### src/rtl/plab2_proc_muldiv_pkg.sv
// Shared encodings for the iterative multiply/divide unit: operation codes,
// FSM states and the iteration-counter width helper.
package plab2_proc_muldiv_pkg;

    typedef enum logic [2:0] {
        FUNC_MUL  = 3'd0,
        FUNC_DIV  = 3'd1,
        FUNC_DIVU = 3'd2,
        FUNC_REM  = 3'd3,
        FUNC_REMU = 3'd4
    } func_e;

    typedef enum logic [1:0] {
        ST_IDLE = 2'd0,
        ST_CALC = 2'd1,
        ST_DONE = 2'd2
    } state_e;

    // Counter must be able to hold the operand width itself.
    function automatic int cnt_width(input int nbits);
        return $clog2(nbits) + 1;
    endfunction

    localparam int CNT_W_DEFAULT = cnt_width(32);

    // Unused codes 5-7 fold onto MUL.
    function automatic func_e decode_func(input logic [2:0] code);
        func_e f;
        case (code)
            3'd1:    f = FUNC_DIV;
            3'd2:    f = FUNC_DIVU;
            3'd3:    f = FUNC_REM;
            3'd4:    f = FUNC_REMU;
            default: f = FUNC_MUL;
        endcase
        return f;
    endfunction

endpackage

### src/rtl/plab2_proc_muldiv_iter_ctrl.sv
// Control FSM and iteration counter for the iterative multiply/divide unit.
module plab2_proc_muldiv_iter_ctrl
    import plab2_proc_muldiv_pkg::*;
#(
    parameter int p_nbits = 32
) (
    input  logic   clk,
    input  logic   reset,
    input  logic   in_val,
    input  logic   out_rdy,
    input  logic   flush,
    input  logic   is_mul,
    input  logic   mul_last,
    input  logic   div_zero,
    output logic   in_rdy,
    output logic   out_val,
    output logic   accept,
    output logic   calc_last,
    output logic   go_idle,
    output state_e state
);

    localparam int CW = cnt_width(p_nbits);
    localparam logic [CW-1:0] LAST_CNT = CW'(p_nbits - 1);

    state_e          state_reg, state_next;
    logic [CW-1:0]   cnt_reg, cnt_next;

    always_ff @(posedge clk or negedge reset) begin
        if (!reset) begin
            state_reg <= ST_IDLE;
            cnt_reg   <= '0;
        end else begin
            state_reg <= state_next;
            cnt_reg   <= cnt_next;
        end
    end

    always_comb begin
        state_next = state_reg;
        cnt_next   = '0;
        in_rdy     = (state_reg == ST_IDLE) && reset;
        out_val    = (state_reg == ST_DONE);
        accept     = in_rdy && in_val && !flush;
        calc_last  = (state_reg == ST_CALC) &&
                     (is_mul ? mul_last : (div_zero || cnt_reg == LAST_CNT));

        case (state_reg)
            ST_IDLE: if (accept) state_next = ST_CALC;
            ST_CALC: begin
                cnt_next = cnt_reg + 1'b1;
                if (calc_last) state_next = ST_DONE;
            end
            ST_DONE: if (out_rdy) state_next = ST_IDLE;
            default: state_next = ST_IDLE;
        endcase

        // Abort wins over any handshake happening in the same cycle.
        if (flush) state_next = ST_IDLE;
        if (state_next != ST_CALC) cnt_next = '0;

        go_idle = (state_next == ST_IDLE);
        state   = state_reg;
    end

endmodule

### src/rtl/plab2_proc_muldiv_iter_unit.sv
// Iterative multiply/divide unit: shift-add multiply with early exit and
// restoring division on magnitudes, with domain tagging and flush.
module plab2_proc_muldiv_iter_unit
    import plab2_proc_muldiv_pkg::*;
#(
    parameter int p_nbits = 32
) (
    input  logic               clk,
    input  logic               reset,
    input  logic               domain,
    input  logic               in_val,
    output logic               in_rdy,
    input  logic [2:0]         in_func,
    input  logic [p_nbits-1:0] in_a,
    input  logic [p_nbits-1:0] in_b,
    output logic               out_val,
    input  logic               out_rdy,
    output logic [p_nbits-1:0] out_msg,
    output logic               out_domain,
    input  logic               flush
);

    localparam int N = p_nbits;

    logic [N-1:0] a_reg, a_next, b_reg, b_next;
    logic [N-1:0] acc_reg, acc_next, result_reg, result_next;
    func_e        func_reg, func_next, func_in;
    logic         domain_reg, domain_next;
    logic         neg_q_reg, neg_q_next, neg_r_reg, neg_r_next;

    logic         accept, calc_last, go_idle;
    logic         is_mul, is_rem, div_zero, mul_last;
    logic         in_signed, a_neg, b_neg;
    state_e       state;

    logic [N-1:0] mul_sum;
    logic [N:0]   div_shift;
    logic         div_ge;
    logic [N-1:0] div_rem, div_quo;

    plab2_proc_muldiv_iter_ctrl #(.p_nbits(p_nbits)) u_ctrl (
        .clk       (clk),
        .reset     (reset),
        .in_val    (in_val),
        .out_rdy   (out_rdy),
        .flush     (flush),
        .is_mul    (is_mul),
        .mul_last  (mul_last),
        .div_zero  (div_zero),
        .in_rdy    (in_rdy),
        .out_val   (out_val),
        .accept    (accept),
        .calc_last (calc_last),
        .go_idle   (go_idle),
        .state     (state)
    );

    assign is_mul   = (func_reg == FUNC_MUL);
    assign is_rem   = (func_reg == FUNC_REM) || (func_reg == FUNC_REMU);
    assign div_zero = (b_reg == '0);
    assign mul_last = (b_reg[N-1:1] == '0);

    assign func_in   = decode_func(in_func);
    assign in_signed = (func_in == FUNC_DIV) || (func_in == FUNC_REM);
    assign a_neg     = in_signed && in_a[N-1];
    assign b_neg     = in_signed && in_b[N-1];

    assign mul_sum   = acc_reg + (b_reg[0] ? a_reg : '0);
    assign div_shift = {acc_reg, a_reg[N-1]};
    assign div_ge    = (div_shift >= {1'b0, b_reg});
    // When div_ge holds the true difference is below b_reg, so N bits suffice.
    assign div_rem   = div_ge ? (div_shift[N-1:0] - b_reg) : div_shift[N-1:0];
    assign div_quo   = {a_reg[N-2:0], div_ge};

    always_ff @(posedge clk or negedge reset) begin
        if (!reset) begin
            a_reg      <= '0;
            b_reg      <= '0;
            acc_reg    <= '0;
            result_reg <= '0;
            func_reg   <= FUNC_MUL;
            domain_reg <= 1'b0;
            neg_q_reg  <= 1'b0;
            neg_r_reg  <= 1'b0;
        end else begin
            a_reg      <= a_next;
            b_reg      <= b_next;
            acc_reg    <= acc_next;
            result_reg <= result_next;
            func_reg   <= func_next;
            domain_reg <= domain_next;
            neg_q_reg  <= neg_q_next;
            neg_r_reg  <= neg_r_next;
        end
    end

    always_comb begin
        a_next      = a_reg;
        b_next      = b_reg;
        acc_next    = acc_reg;
        result_next = result_reg;
        func_next   = func_reg;
        domain_next = domain_reg;
        neg_q_next  = neg_q_reg;
        neg_r_next  = neg_r_reg;

        // Scrub everything whenever we land in IDLE so nothing leaks across domains.
        if (go_idle) begin
            a_next      = '0;
            b_next      = '0;
            acc_next    = '0;
            result_next = '0;
            func_next   = FUNC_MUL;
            domain_next = 1'b0;
            neg_q_next  = 1'b0;
            neg_r_next  = 1'b0;
        end else if (accept) begin
            func_next   = func_in;
            domain_next = domain;
            a_next      = a_neg ? -in_a : in_a;
            b_next      = b_neg ? -in_b : in_b;
            neg_q_next  = a_neg ^ b_neg;
            neg_r_next  = a_neg;
            acc_next    = '0;
            result_next = '0;
        end else if (state == ST_CALC) begin
            if (is_mul) begin
                acc_next = mul_sum;
                a_next   = a_reg << 1;
                b_next   = b_reg >> 1;
                if (calc_last) result_next = mul_sum;
            end else if (div_zero) begin
                result_next = is_rem ? (neg_r_reg ? -a_reg : a_reg) : '1;
            end else begin
                acc_next = div_rem;
                a_next   = div_quo;
                if (calc_last)
                    result_next = is_rem ? (neg_r_reg ? -div_rem : div_rem)
                                         : (neg_q_reg ? -div_quo : div_quo);
            end
        end
    end

    assign out_msg    = (state == ST_DONE) ? result_reg : '0;
    assign out_domain = (state == ST_DONE) ? domain_reg : 1'b0;

endmodule

### config.mk
export PLATFORM = sky130hd
export DESIGN_NAME = plab2_proc_muldiv_iter_unit
export DESIGN_NICKNAME = d
export VERILOG_FILES = /design/src/rtl/plab2_proc_muldiv_pkg.sv /design/src/rtl/plab2_proc_muldiv_iter_ctrl.sv /design/src/rtl/plab2_proc_muldiv_iter_unit.sv
export SDC_FILE = /design/constraint.sdc
export NUM_CORES = 1
export LEC_CHECK = 0
export ABC_AREA = 1
export BUFFER_PORTS_ARGS = -buffer_cell sky130_fd_sc_hd__buf_2
export CAP_MARGIN = 40
export CORE_UTILIZATION = 57
export DETAILED_ROUTE_END_ITERATION = 7
export PLACE_DENSITY = 0.79
export SLEW_MARGIN = 20
export SYNTH_ARGS = -nofsm -noshare
export SYNTH_HDL_FRONTEND = slang
export SYNTH_HIERARCHICAL = 1
export SYNTH_SLANG_ARGS = --single-unit
### constraint.sdc
create_clock -name clk -period 4.05 [get_ports clk]
set_clock_uncertainty 0.05 [all_clocks]
set_input_delay 0.6075 -clock clk [delete_from_list [all_inputs] [get_ports clk]]
set_output_delay 0.6075 -clock clk [all_outputs]
set_load 0.02 [all_outputs]
==> impl_metrics.json <==
{
  "cts-buffers-inserted": 17,
  "total_power_w": 0.0109,
  "initial_antenna_violation_count": 1,
  "leading_post_synthesis_cells_by_instance_count": "765 x nand2_1, 444 x inv_1, 276 x nor2_1, 276 x o21ai_0, 172 x a21oi_1",
  "clock_tree.htree_level_count": 4,
  "drt_iter0_drc": 2834,
  "clk-insertion-delay-late_ps": 450,
  "mappedNetlistArea_sq_um": 16200,
  "timing.critical_path.max_delay_family": "simple AND/OR/NAND/NOR gates",
  "slew-limit-headroom_pct": 42.7,
  "grt.overflow.total": 0,
  "tightest_slew_ps": 859,
  "synth_edf_count": 0,
  "routed-via-count": 19900,
  "detail_route.wl_per_cell_um": 20.1,
  "max_cap_viol_count": 0,
  "leakage_nw": 9.83,
  "post-route-drc-count": 0,
  "tritoncts": "done",
  "cp-start-kind": "flop",
  "finish.net_count": 3041,
  "clock-sinks": 142,
  "post_synth.cell_area_avg_sq_um": 5.81,
  "synth_ff_type": "dfrtp_1",
  "num_rows": 61,
  "fraction_of_final_layout_cells_sized_beyond_drive_strength_1_pct": 12.7,
  "required_ps": 4310,
  "viasPerCell": 6.05,
  "numPortBuffers": 107,
  "period_share_pct": 96.4,
  "syn_nets": 2938,
  "ys_ff_latch": 142,
  "grt_max_degree": 97,
  "power_per_cell_area_nw_per_um2": 587,
  "floorplan.initialDensity_pct": 58.1,
  "use_met2_pct": 66.1,
  "globalRouteTotalUtil_pct": 45.3,
  "post_synth_inst_count": 2793,
  "post-synth-top-count-cell": "nand2_1",
  "crit_chain": "inv_1 > nand4_1 > nor4_4 > nand2_1 > clkinv_1 > nor2_1 > o21ai_2 > nand3_1 > nand2_1 > a21oi_2 > nor2_2 > inv_1 > nor2_1 > a21oi_4 > nand2_2 > clkinvlp_4 > o21ai_0 > o22ai_1",
  "detailedPlacementHpwl_um": 51200,
  "placeableCoreArea_sq_um": 27900,
  "yosys_warnings": 6,
  "dieArea_sq_um": 29200,
  "cts_root_buf": "clkbuf_16",
  "layer_carrying_the_most_global_route_usage": "met2",
  "cts-root-to-sink-buffers": 2,
  "drv_slew": 0,
  "synth_cell_types": 57,
  "n_antenna_cell": 0,
  "synth_top_area_share_pct": 21.9,
  "clkTransAtPathRegs_ps": 70,
  "timing.final.crit_period_ps": 3910,
  "floorplan.io_pins": 108,
  "area_delta_synth_final_pct": 14.0,
  "final_antenna_net_count": 0,
  "max-vdd-ir-drop_mv": 0.430,
  "floorplan.die.height_um": 171,
  "pre_repair_dr_iteration_count": 6,
  "synthTopCellsByArea": "dfrtp_1 22%, nand2_1 18%, inv_1 10%",
  "first_pass_grt_wire_length_um": 99900,
  "crit_slowest_cell": "nor4_4",
  "report.final.hold_viol_count": 0,
  "gp_routability_congestion": 1.06,
  "synth.yosys.seq_area_share_pct": 21.9,
  "crit_path_max_fanout": 12,
  "global_route.usage.met3_pct": 11.9,
  "synth_top_cell_by_area": "dfrtp_1",
  "setup.worst_path.class": "reg2reg",
  "asyncSetResetFlopFracSynth_pct": 100,
  "wirelength_um": 66000,
  "grtUsageMet1_pct": 60.9,
  "arrival_ps": 4170,
  "final.setup.tns_ps": 0,
  "critPathMaxStageDelay_ps": 460,
  "end_kind": "flop",
  "number_of_global_route_vias_before_repair": 17900,
  "setup_failing_eps_final": 0,
  "fmax_mhz": 256,
  "hold_path.class": "in2reg",
  "die_width_um": 171,
  "outcome": "finished clean",
  "worst-path-buf-inv": 4
}
-- power by group --
group / switching [W] / internal [W] / total, W
logic: 0.00558 / 0.00218 / 0.00776
clock network: 0.000757 / 0.000805 / 0.00156
registers: 0.0000749 / 0.00147 / 0.00155
-- what timing repair did --
action,in CTS,in global routing
buffers inserted,0,7
gates resized for setup,2,84
endpoints found under the hold margin,10,0
setup endpoints to repair,14,100
gates cloned,0,2
pin swaps,0,9
hold buffers,1,0
-- stage by stage --
step | util (%) | hold WS (ps) | cells | area [sq um] | setup slack [ps]
global route | 66.3 | 299 | 3287 | 18500 | -84.9
global placement | 62.2 | 386 | 3243 | 17400 | 159
floorplan | - | 262 | 2793 | 16200 | 142
finish | 66.3 | 288 | 3287 | 18500 | 144
CTS | 64.3 | 288 | 3277 | 18000 | 106
detailed placement | 62.3 | 387 | 3244 | 17400 | 40.9
-- cells by family (layout without fill, tap and decap cells) --
| kind of cell | after synthesis | in the layout | share of synthesized area, % |
|---|---|---|---|
| XOR/XNOR | 57 | 57 | 3.08 |
| buffers and inverters | 570 | 686 | 13.7 |
| AND/OR/NAND/NOR | 1327 | 1327 | 34.4 |
| adder cells (fa/ha/maj) | 72 | 72 | 5.64 |
| flip-flops | 142 | 142 | 21.9 |
| AO/OA/AOI/OAI | 625 | 625 | 21.3 |
-- path summary, 6_finish.rpt --
kind | slack, ps | to | depth (start not counted) | start
worst max-delay path | 140 | a_reg[30]$_DFFE_PN0P_ | 18 | b_reg[24]$_DFFE_PN0P_
worst min-delay path | 290 | u_ctrl/state[1]$_DFF_PN0_ | 2 | flush
worst max register to register | 140 | a_reg[30]$_DFFE_PN0P_ | 18 | b_reg[24]$_DFFE_PN0P_
worst min register to register | 430 | u_ctrl/cnt_reg[0]$_DFF_PN0_ | 1 | u_ctrl/cnt_reg[0]$_DFF_PN0_
max in group asynchronous | 2550 | result_reg[21]$_DFFE_PN0P_ | 4 | reset
min in group asynchronous | 500 | b_reg[27]$_DFFE_PN0P_ | 2 | reset
-- placed cells by master, fill, tap and decap left out, types with 11 or more instances in the layout --
cell	Yosys	layout
a21oi_1	172	169
buf_2	13	106
buf_4	0	73
clkbuf_16	0	17
dfrtp_1	142	141
ha_1	70	48
ha_4	0	20
inv_1	444	437
inv_2	15	20
nand2_1	765	758
nand2_2	17	24
nand3_1	131	131
nand4_1	24	24
nor2_1	276	259
nor2_2	17	27
nor3_1	51	51
nor4_1	14	11
o211ai_1	16	16
o21a_1	15	15
o21ai_0	276	274
o21ai_1	23	23
o22ai_1	63	63
o31ai_1	16	15
xnor2_1	15	15
xor2_1	42	42
-- cell type report --
cell class | instances | area, sq um
inverters | 462 | 1740
fillers | 2590 | 9420
repair inverters | 2 | 15.0
clock inverters | 14 | 123
flip-flops and latches | 142 | 3550
repair buffers | 190 | 1250
multi-input cells | 2081 | 10900
clock buffers | 18 | 429
well taps | 378 | 473
-- metal layers --
layer | vias to the layer above | wire [um]
met2 | 1324 | 27500
li1 | 9216 | -
met3 | 236 | 8550
met1 | 9112 | 26200
met5 | - | 0
met4 | 0 | 3850
Note: power is estimated with default switching activity, not from simulation.
